**config.mk**
```make
export PLATFORM = sky130hd
export DESIGN_NAME = mul_div_unit
export DESIGN_NICKNAME = d
export VERILOG_FILES = /design/src/rtl/mul_div_unit.sv
export SDC_FILE = /design/constraint.sdc
export NUM_CORES = 1
export LEC_CHECK = 0
export CAP_MARGIN = 25
export CELL_PAD_IN_SITES_DETAIL_PLACEMENT = 2
export CELL_PAD_IN_SITES_GLOBAL_PLACEMENT = 2
export CORE_ASPECT_RATIO = 1.1
export CORE_MARGIN = 2
export CORE_UTILIZATION = 38
export CTS_BUF_LIST = sky130_fd_sc_hd__clkbuf_8
export CTS_CLUSTER_DIAMETER = 100
export DETAILED_ROUTE_END_ITERATION = 7
export PLACE_DENSITY = 0.9
export RECOVER_POWER = 50
export SYNTH_ARGS = -nofsm -noshare
export SYNTH_HDL_FRONTEND = slang
export SYNTH_SLANG_ARGS = --single-unit
```
**constraint.sdc**
```tcl
create_clock -name clk -period 4.97 [get_ports clk]
set_clock_uncertainty 0.1 [all_clocks]
set_input_delay 0.497 -clock clk [delete_from_list [all_inputs] [get_ports clk]]
set_output_delay 0.497 -clock clk [all_outputs]
set_load 0.03 [all_outputs]
```
**src/rtl/mul_div_unit.sv**
```systemverilog
// mul_div_unit: radix-2 multi-cycle MULT/MULTU/DIV/DIVU unit owning the HI/LO registers
module mul_div_unit #(
  parameter int DATA_WIDTH = 32
) (
  input  logic                  clk,
  input  logic                  reset,
  input  logic                  start,
  input  logic [1:0]            op,
  input  logic [DATA_WIDTH-1:0] A,
  input  logic [DATA_WIDTH-1:0] B,
  input  logic                  mthi,
  input  logic                  mtlo,
  output logic                  busy,
  output logic                  done,
  output logic                  div_by_zero,
  output logic [DATA_WIDTH-1:0] HI,
  output logic [DATA_WIDTH-1:0] LO
);
  localparam int W = DATA_WIDTH;
  localparam int CW = $clog2(W);
  typedef enum logic [1:0] {IDLE, RUN, FIX} state_t;
  state_t state, state_n;
  logic [CW-1:0] cnt;
  logic [2*W-1:0] acc, mul_next, div_next, prod;
  logic [W-1:0] mag_a, mag_b, mag_a_in, mag_b_in, div_sub, q_fix, r_fix, a_orig;
  logic [W:0] mul_sum;
  logic is_div, neg_q, neg_r, sa, sb, div_ge;
  assign sa = op[0] & A[W-1];
  assign sb = op[0] & B[W-1];
  assign mag_a_in = sa ? -A : A;
  assign mag_b_in = sb ? -B : B;
  assign busy = state != IDLE;
  // multiply: add multiplicand on multiplier LSB, then shift the 65-bit result right
  assign mul_sum = {1'b0, acc[2*W-1:W]} + (acc[0] ? {1'b0, mag_a} : {(W+1){1'b0}});
  assign mul_next = {mul_sum, acc[W-1:1]};
  // divide: the shifted partial remainder needs W+1 bits before the trial subtract
  assign div_ge = acc[2*W-1:W-1] >= {1'b0, mag_b};
  assign div_sub = acc[2*W-2:W-1] - mag_b;
  assign div_next = div_ge ? {div_sub, acc[W-2:0], 1'b1} : {acc[2*W-2:0], 1'b0};
  assign prod = neg_q ? -acc : acc;
  assign q_fix = neg_q ? -acc[W-1:0] : acc[W-1:0];
  assign r_fix = neg_r ? -acc[2*W-1:W] : acc[2*W-1:W];
  assign a_orig = neg_r ? -mag_a : mag_a;
  always_comb begin
    state_n = state;
    if (state == IDLE) state_n = start ? RUN : IDLE;
    else if (state == RUN) state_n = (cnt == CW'(W-1)) ? FIX : RUN;
    else state_n = IDLE;
  end
  always_ff @(posedge clk) begin
    if (reset) state <= IDLE;
    else state <= state_n;
  end
  always_ff @(posedge clk) begin
    if (reset) begin
      HI <= '0;
      LO <= '0;
      done <= 1'b0;
      div_by_zero <= 1'b0;
      acc <= '0;
      cnt <= '0;
      mag_a <= '0;
      mag_b <= '0;
      is_div <= 1'b0;
      neg_q <= 1'b0;
      neg_r <= 1'b0;
    end else begin
      done <= 1'b0;
      div_by_zero <= 1'b0;
      if (state == IDLE) begin
        if (start) begin
          is_div <= op[1];
          mag_a <= mag_a_in;
          mag_b <= mag_b_in;
          neg_q <= sa ^ sb;
          neg_r <= sa;
          cnt <= '0;
          acc <= {{W{1'b0}}, op[1] ? mag_a_in : mag_b_in};
        end else begin
          if (mthi) HI <= A;
          if (mtlo) LO <= A;
        end
      end else if (state == RUN) begin
        cnt <= cnt + 1'b1;
        acc <= is_div ? div_next : mul_next;
      end else begin
        done <= 1'b1;
        div_by_zero <= is_div && mag_b == '0;
        HI <= !is_div ? prod[2*W-1:W] : (mag_b == '0) ? a_orig : r_fix;
        LO <= !is_div ? prod[W-1:0] : (mag_b == '0) ? {W{1'b1}} : q_fix;
      end
    end
  end
endmodule

```
Word-level counts from Yosys, hierarchy flattened
Cells that the tools add are included.
- register bits: 204
- input bits: 71
- output and inout bits: 67
- logic and storage cells: 76
- $add $sub $neg: 9
- $lt $le $gt $ge: 1
- eq/ne operators: 7
- multiplexer cells: 33
- bitwise operators: 3
- reductions and logical operators: 11
- operators with widths (kind ; number):
    32-bit 2-to-1 mux ; 19
    64-bit 2-to-1 mux ; 6
    32-bit negation ; 5
    64-bit negation ; 1
    32-bit by 32-bit adder with 33-bit output ; 1
    33-bit by 32-bit greater-or-equal comparator with 1-bit output ; 1
    32-bit logical NOT ; 1
    32-bit subtractor ; 1
    5-bit 2-to-1 mux ; 3
    2-bit != test (second input constant) ; 5
    2-bit 2-to-1 mux ; 3
    3-bit AND reduction ; 2
    5-bit by 1-bit adder with 5-bit output (second input constant) ; 1
    5-bit equality test (second input constant) ; 1
    2-bit AND reduction ; 2
    2-bit nonzero test ; 2
    3-bit OR reduction ; 1
    1-bit bitwise AND ; 2
    2-bit by 1-bit equality test with 1-bit output (second input constant) ; 1
    2-bit logical NOT ; 1
    1-bit 2-to-1 mux ; 2
    2-bit OR reduction ; 1
    1-bit logical AND ; 1
    1-bit XOR ; 1

Longest topological paths before layout
Gate-level depths: netlist (run 1).
- depth in word-level cells: 6
- depth in mapped cells: 16
- mapped depth without buffers: 15

Least setup slack after synthesis (run 1)
Ideal clock, no wire load.
- kind: register -> register
- from: register acc[11]
- to: register HI[21]
- library setup time: 0.078 ns
- data arrival time: 3.224 ns
- required time: 4.792 ns
- setup slack: 1.568 ns
- cell stages (with the launch flop): 14
- path buffers: 3
- clock period less this slack: 3.402 ns
- path through: dfxtp_1 > buf_6 > or4_4 > or4_4 > or4_1 > buf_2 > or2_1 > buf_6 > o41ai_4 > xnor2_1 > nor2_1 > a211oi_1 > a211oi_1 > nor3_1
- cells in the longest elaborated chain, start to end: 5
- RTL lines (item ; RTL line ; source):
    start: declaration ; 24 ; logic [2*W-1:0] acc, mul_next, div_next, prod;
    start signal: assignment ; 78 ; acc <= {{W{1'b0}}, op[1] ? mag_a_in : mag_b_in};
    start signal: assignment ; 85 ; acc <= is_div ? div_next : mul_next;
    64-bit negation ; 40 ; assign prod = neg_q ? -acc : acc;
    64-bit 2-to-1 mux ; 40 ;
    32-bit 2-to-1 mux ; 89 ; HI <= !is_div ? prod[2*W-1:W] : (mag_b == '0) ? a_orig : r_fix;
    32-bit 2-to-1 mux ; 83 ; end else if (state == RUN) begin
    32-bit 2-to-1 mux ; 70 ; if (state == IDLE) begin
    end signal: assignment ; 89 ;
    end: declaration ; 16 ; output logic [DATA_WIDTH-1:0] HI,
Every way passes these cells. The select of a mux whose other input is x is not followed.
A chain may end at the register's enable or synchronous reset.

Final worst setup path (run 1)
- from: register state[0]
- to: register acc[28]
- cells in the longest elaborated chain, start to end: 3
- elaborated cells on any way between the ends: 6
- classes of those cells: eq/ne: 2; mux: 1; reduce/logical: 3
- RTL lines (item ; RTL line ; source):
    start: declaration ; 22 ; state_t state, state_n;
    start signal: assignment ; 52 ; else state <= state_n;
    2-bit by 1-bit equality test with 1-bit output / 2-bit logical NOT (equally long branches) ; 83, 70 ;
    2-bit nonzero test (no line) / 2-bit != test (equally long branches) ; n/a ;
    2-bit AND reduction (no line) ; n/a ;
Parallel ways exist; a longest one is shown, timed or not.

==> results of run 1 <==
-- area by class of cell --
type / count / area share [%]
timing repair buffer: 187 / 8.932
antenna: 1 / 0.01268
sequential: 204 / 20.72
clock inverter: 21 / 0.8748
clock buffer: 53 / 3.696
multi-input combinational: 1858 / 60.55
inverter: 81 / 1.540
tap: 581 / 3.683
-- Yosys cell counts, types with 71 or more instances --
cell	n	area, µm²
xor2_1	75	656.9
xnor2_1	145	1270
inv_1	80	300.3
a21oi_1	194	970.9
mux2i_1	72	720.7
nor2_1	255	957.2
ha_1	71	888.4
a211oi_1	89	668.1
nand2_1	215	807.0
dfxtp_1	204	4084
clkbuf_1	150	563.0
o21ai_0	178	890.9
-- metrics by stage --
step | setup slack (ps) | utilization [%]
after global placement | 828.7 | 42.50
after CTS | 618.4 | 44.54
final | 403.6 | 44.57
after floorplan | 1568 | -
after global routing | 292.6 | 44.56
after detailed placement | 543.0 | 42.50
-- critical path: cells and delay by family, from the launching register on --
family	cells	cell delay [ps]
compound gates	1	330
buf+inv	1	2240
simple gates	3	1420
flops	1	350
-- registers in the layout, indices dropped and copies added (netlist names), 2 cells and up --
| signal | flops |
|---|---|
| LO | 32 |
| state | 2 |
| cnt | 5 |
| mag_a | 32 |
| acc | 64 |
| HI | 32 |
| mag_b | 32 |
-- power breakdown --
part,internal [µW],leakage (µW),switching [µW]
Combinational,629,0.00543,1290
Clock,1120,0.000507,919
Sequential,1760,0.00168,228
-- cell usage in the layout (no fill, tap or decap), types with 24 or more instances in the layout --
master           count
a31oi_1             25
a21oi_1            194
o211ai_1            32
nand3_1             45
buf_4               41
and2_1              35
clkbuf_8            53
dlygate4sd3_1       70
xor2_1              75
o31ai_1             32
xnor2_1            145
nor2_1             252
nand2_1            215
a211oi_1            89
clkdlybuf4s50_1     66
o221ai_1            24
nor3_1              45
dfxtp_1            202
mux2i_1             72
inv_1               89
o21ai_0            177
ha_1                71
or3_1               32
-- per-layer routing --
layer	share of wire (%)	global-route usage [%]	routed length (µm)	up-vias
met1	37	43.79	36110	10030
met4	8.1	27.48	7781	4
met2	47	65.35	45440	1123
met3	7.5	7.547	7283	440
met5	0.032	0	31	-
li1	-	-	-	8457
-- kinds of logic after synthesis --
kind of cell | after synthesis | share of synthesized area (%)
AOI/OAI and AO/OA | 721 | 27.20
DFF | 204 | 24.02
buffers and inverters | 258 | 5.850
and+or+nand+nor | 758 | 20.71
adders and majority gates | 73 | 5.460
xor gates and xnor gates | 220 | 11.33
muxes | 86 | 5.430
-- worst min path at each step --
stage / startpoint / cells past startpoint / endpoint
2_1_floorplan: cnt[4]$_SDFFE_PP0P_ / 2 / cnt[4]$_SDFFE_PP0P_
3_3_place_gp: LO[9]$_SDFFE_PP0P_ / 2 / LO[9]$_SDFFE_PP0P_
3_5_place_dp: HI[18]$_SDFFE_PP0P_ / 2 / HI[18]$_SDFFE_PP0P_
4_1_cts: reset / 2 / mag_b[8]$_SDFFE_PP0P_
5_1_grt: reset / 2 / mag_b[17]$_SDFFE_PP0P_
6_report: reset / 2 / mag_b[17]$_SDFFE_PP0P_
==> run metrics, run 1 <==
maximum VDD drop 0.2516 mV; CP max stage delay about 2200 ps; placed cells 2908; routed wire length per instance 32.37 µm; Post-DRT Antenna Nets 0; final setup violation count 0; RSZ-0062 raised after global routing false; worst-path cell chain nor2_1 -> and2_4 -> clkbuf_1 -> nand3_1 -> a21oi_1; Starting Density roughly two fifths; first-pass GRT wire length about 140000 µm; Hold WC Path Type input pin to register; hold_buf cts 0; Post-DP Area 18820 µm²; Primary FF master, synth dfxtp_1; H-tree depth 2; CTS root buf clkbuf_8; Initial DRC Count roughly 1.8k; Die Y 225.9 µm; DIE WIDTH approximately 200 µm; leak pwr 0.007613 µW; Syn Area/Cell about 7.3 µm²; Arr. time, crit path between 4000 and 5000 ps; Slew HR -106.2%; Yosys cell types 76; Detail Placement HPWL roughly 65000 µm; Startpoint Class register; Worst Tran Pin Value ~3100 ps; Reg clk slew, reported paths roughly 60 ps; setup repair bufs after CTS 0; TritonCTS clock tree done; number of port buffers roughly 140; Ys Warns 0; Cell Area, Synth roughly 17000 µm²; detailed-route vias per instance 6.717; Nets roughly 2.5k; FF-to-FF setup slack 400 ps; Net Count, Synth 2464; Via Count between 20k and 25k; outcome finished, violations left; Final Max Tran Viols 138; FMAX between 0.2 and 0.25 GHz; Setup CP Type register to register; worst endpoint required time around 5400 ps; CP endpoint acc[28]$_SDFFE_PP0P_; fin crit period ~4600 ps; Longest Clk Path Bufs 3; total core area 44290 µm²; pin count of the biggest net entering global routing 85; total track usage about two fifths; I/O pin count approximately 140; R2R Path End acc[28]$_SDFFE_PP0P_; RePlAce Congestion between 0.9 and 1; Mapped Cells approximately 2.3k; clk sinks roughly 200; Reg2Reg Depth 5; vias in the first global route roughly 21k; Tcrit/Tclk final 91.88%; R2R Path Start state[0]$_SDFF_PP0_; Overall Power 5937 µW; Sum Neg Setup Slack 0 ps; async set-or-reset flop fraction in the synthesized netlist 0%; Synth Register Bits a little over 200; Area growth, synth to finish 16.08%; CP Launch Point state[0]$_SDFF_PP0_; wirelength, routed 96650 µm; PwrDens ~300 nW/µm²; max cap viols 3; sequential share of the synthesized area between 20% and 30%; maximum fanout along the worst path between 60 and 70; total congestion overflow 0; # DRC 0; Layout fillers between 4k and 5k; nature of the critical path endpoint register; Num CTS Buffers 40; failing checks capacitance limit, slew limit; FF/Latch Area around 4000 µm²; EDFF count, synth 0; CP max stage cell clkbuf_1; fin cells 2986; final hold slack about 150 ps; Rows 81; Die ar. roughly 46000 µm²; post-CTS sizing 0; multi-input logic area 11950 µm²; antenna violations before repair 4; Layout Cell Area excl Fill slightly below 20000 µm²; layout cell share with drive strength beyond 1 6.572%; Pre-Repair DR Iteration Count 5; final hold viol count 0; Worst-Skew Late Latency about 630 ps
(Power assumes the default switching activity.)
==> inputs of run 2 (changes only) <==
SKIP_LAST_GASP = 1   (was not set)
==> results of run 2 <==
Same layout as run 1: the final DEF is identical, and so are final timing and power.
==> inputs of run 3 (changes only) <==
CORE_UTILIZATION = 30   (was 38)
CTS_BUF_LIST = not set   (was sky130_fd_sc_hd__clkbuf_8)
PLACE_DENSITY = 0.74   (was 0.9)
==> run 3 against run 2 <==
  * The flow still finishes with violations (capacitance limit, slew limit)
  * Register-to-register slack improved by 160 ps
  * Cell count increased by 4.9%
  * Sequential power barely moved
  * Core utilization shrank 8.8 points
  * Non-clock buffer count is 10 higher
  * Via count decreased by 8.5%
  * Combinational power shrank 7%
  * Clock-buffer cell count shrank 13
  * Maximum frequency rose by 3.7%
  * Critical path depth grew 5
  * Wire length decreased by 12%
==> run metrics, run 3 (same netlist as run 1, synthesis figures left out) <==
Setup CP Type register to register (unchanged); TritonCTS clock tree done (unchanged); Hold EP cnt[3]$_SDFFE_PP0P_ (was mag_b[17]$_SDFFE_PP0P_); Pre-Repair DR Iteration Count 5 (unchanged); worst-path cell chain clkbuf_1 -> nor2_4 -> buf_4 -> nand2_1 -> nand2_1 -> clkbuf_1 -> nor2_2 -> buf_4 -> a222oi_1 -> nand3_1 (was nor2_1 -> and2_4 -> clkbuf_1 -> nand3_1 -> a21oi_1); CTS root buf clkbuf_16 (was clkbuf_8); Initial DRC Count 1075 (was 1820); setup repair bufs after CTS 0 (unchanged); FF-to-FF setup slack 570 ps (was 400 ps); Worst-Skew Late Latency 560 ps (was 630 ps); CP Launch Point state[1]$_SDFF_PP0_ (was state[0]$_SDFF_PP0_); fin util 35.75% (was 44.57%); pin count of the biggest net entering global routing 76 (was 85); leak pwr 0.007611 µW (was 0.007613 µW); commonest non-fill, non-tap cell in the layout nor2_1 (unchanged); Die ar. 58600 µm² (was 46460 µm²); failing checks capacitance limit, slew limit (unchanged); CP bufs+invs 4 (was 1); final setup violation count 0 (unchanged); Via Count 18.35k (was 20.06k); Longest Clk Path Bufs 3 (unchanged); Starting Density 30.35% (was 38.39%); number of flip-flops under the largest register name 64 (unchanged); total congestion overflow 0 (unchanged); routed wire length per instance 27.03 µm (was 32.37 µm); final hold viol count 0 (unchanged); CP max stage delay 1070 ps (was 2240 ps); ANT cells 0 (was 1); hold_buf cts 0 (unchanged); total track usage 28.30% (was 38.79%); H-tree depth 1 (was 2); R2R Path Start state[1]$_SDFF_PP0_ (was state[0]$_SDFF_PP0_); I/O pin count 138 (unchanged); worst endpoint required time 5300 ps (was 5390 ps); Reg2Reg Depth 10 (was 5); Reg clk slew, reported paths 60 ps (about the same); number of port buffers 137 (unchanged); Sum Neg Setup Slack 0 ps (unchanged); WP depth 10 (was 5); cell family with most CP delay buffers and inverters (unchanged); PwrDens 290.2 nW/µm² (was 300.8 nW/µm²); Die Y 253.7 µm (was 225.9 µm); # DRC 0 (unchanged); detailed-route vias per instance 5.859 (was 6.717); post-CTS sizing 0 (unchanged); R2R Path End acc[62]$_SDFFE_PP0P_ (was acc[28]$_SDFFE_PP0P_); Arr. time, crit path 4730 ps (was 4980 ps); fin crit period 4402 ps (was 4566 ps); Num CTS Buffers 26 (was 40); Startpoint Class register (unchanged); Area growth, synth to finish 17.79% (was 16.08%); Final Max Tran Viols 20 (was 138); Layout fillers 6560 (was 4965); antenna violations before repair 0 (was 4); total core area 56020 µm² (was 44290 µm²); Tcrit/Tclk final 88.57% (was 91.88%); commonest non-fill, non-tap cells in the layout nor2_1, nand2_1, dfxtp_1 (unchanged); RSZ-0062 raised after global routing false (unchanged); Detail Placement HPWL 67000 µm (was 65120 µm); wirelength, routed 84660 µm (was 96650 µm); layout cell share with drive strength beyond 1 6.156% (was 6.572%); RePlAce Congestion 0.9161 (was 0.9756); vias in the first global route 19.67k (was 21.23k); clk sinks 204 (unchanged); Top reg by flops acc (unchanged); outcome finished, violations left (unchanged); Post-DRT Antenna Nets 0 (unchanged); Rows 91 (was 81); Worst Tran Pin Value 2020 ps (was 3093 ps); Hold WC Path Type input pin to register (unchanged); DIE WIDTH 231.0 µm (was 205.7 µm); HP Start reset (unchanged); nature of the critical path endpoint register (unchanged); maximum VDD drop 0.2560 mV (was 0.2516 mV); FMAX 0.2272 GHz (was 0.2190 GHz); CP max stage cell clkbuf_1 (unchanged); Slew HR -36.07% (was -106.2%); max cap viols 1 (was 3); maximum fanout along the worst path 34 (was 68); first-pass GRT wire length 125800 µm (was 135700 µm); hold depth 2 (unchanged); Nets 2512 (was 2516)
-- run 3: changes by cell type in the layout (fill, tap and decap cells not counted), moves of 4 or more --
cell and change:
inv_1 -9, clkbuf_16 +27, clkinv_2 -6, buf_4 +11, clkbuf_8 -45, clkbuf_1 +4
-- run 3: final cells by class --
cell class	count	area (µm²)	area share (%)
clock inverters	8	127.6	0.6372
flip-flops and latches	204	4090	20.42
inverters	81	304.0	1.518
well taps	744	930.9	4.648
repair buffers	197	1827	9.121
clock buffers	40	804.5	4.017
multi-input cells	1858	11940	59.64
-- run 3: report_power, final --
group	switching, µW	total [µW]	leakage (µW)	internal (µW)
combinational	1150	1780	0.00548	629
clock	802	2070	0.000457	1270
sequential	207	1970	0.00168	1760
-- run 3: routing by layer --
| metal | GRT usage [%] | part of all wire, % | wire length, µm | vias to the layer above |
|---|---|---|---|---|
| li1 | - | - | - | 8446 |
| met4 | 13.71 | 5.4 | 4602 | 0 |
| met5 | 0 | 0 | 0 | - |
| met2 | 51.13 | 50 | 42390 | 362 |
| met3 | 2.289 | 2.9 | 2420 | 167 |
| met1 | 33.69 | 42 | 35250 | 9376 |
-- run 3: how the worst max path moves through the flow --
stage	to	slack [ps]
detailed placement	acc[22]$_SDFFE_PP0P_	410
global placement	acc[22]$_SDFFE_PP0P_	640
global route	LO[2]$_SDFFE_PP0P_	400
floorplan	HI[21]$_SDFFE_PP0P_	1570
CTS	HI[21]$_SDFFE_PP0P_	760
finish	acc[62]$_SDFFE_PP0P_	570
-- run 3: per-stage QoR --
step           cell area [µm²]  power (µW)  hold slack, ps  worst slack (ps)  cells
6_report                 20030        5813           295.5             568.3   3132
5_1_grt                  20030        6051           309.4             397.0   3132
3_5_place_dp             19130        3767           346.2             414.1   3084
4_1_cts                  20060        5847           267.5             762.1   3132
2_1_floorplan            17000        3012           352.2              1568   2320
3_3_place_gp             19110        3714           344.3             640.7   3083
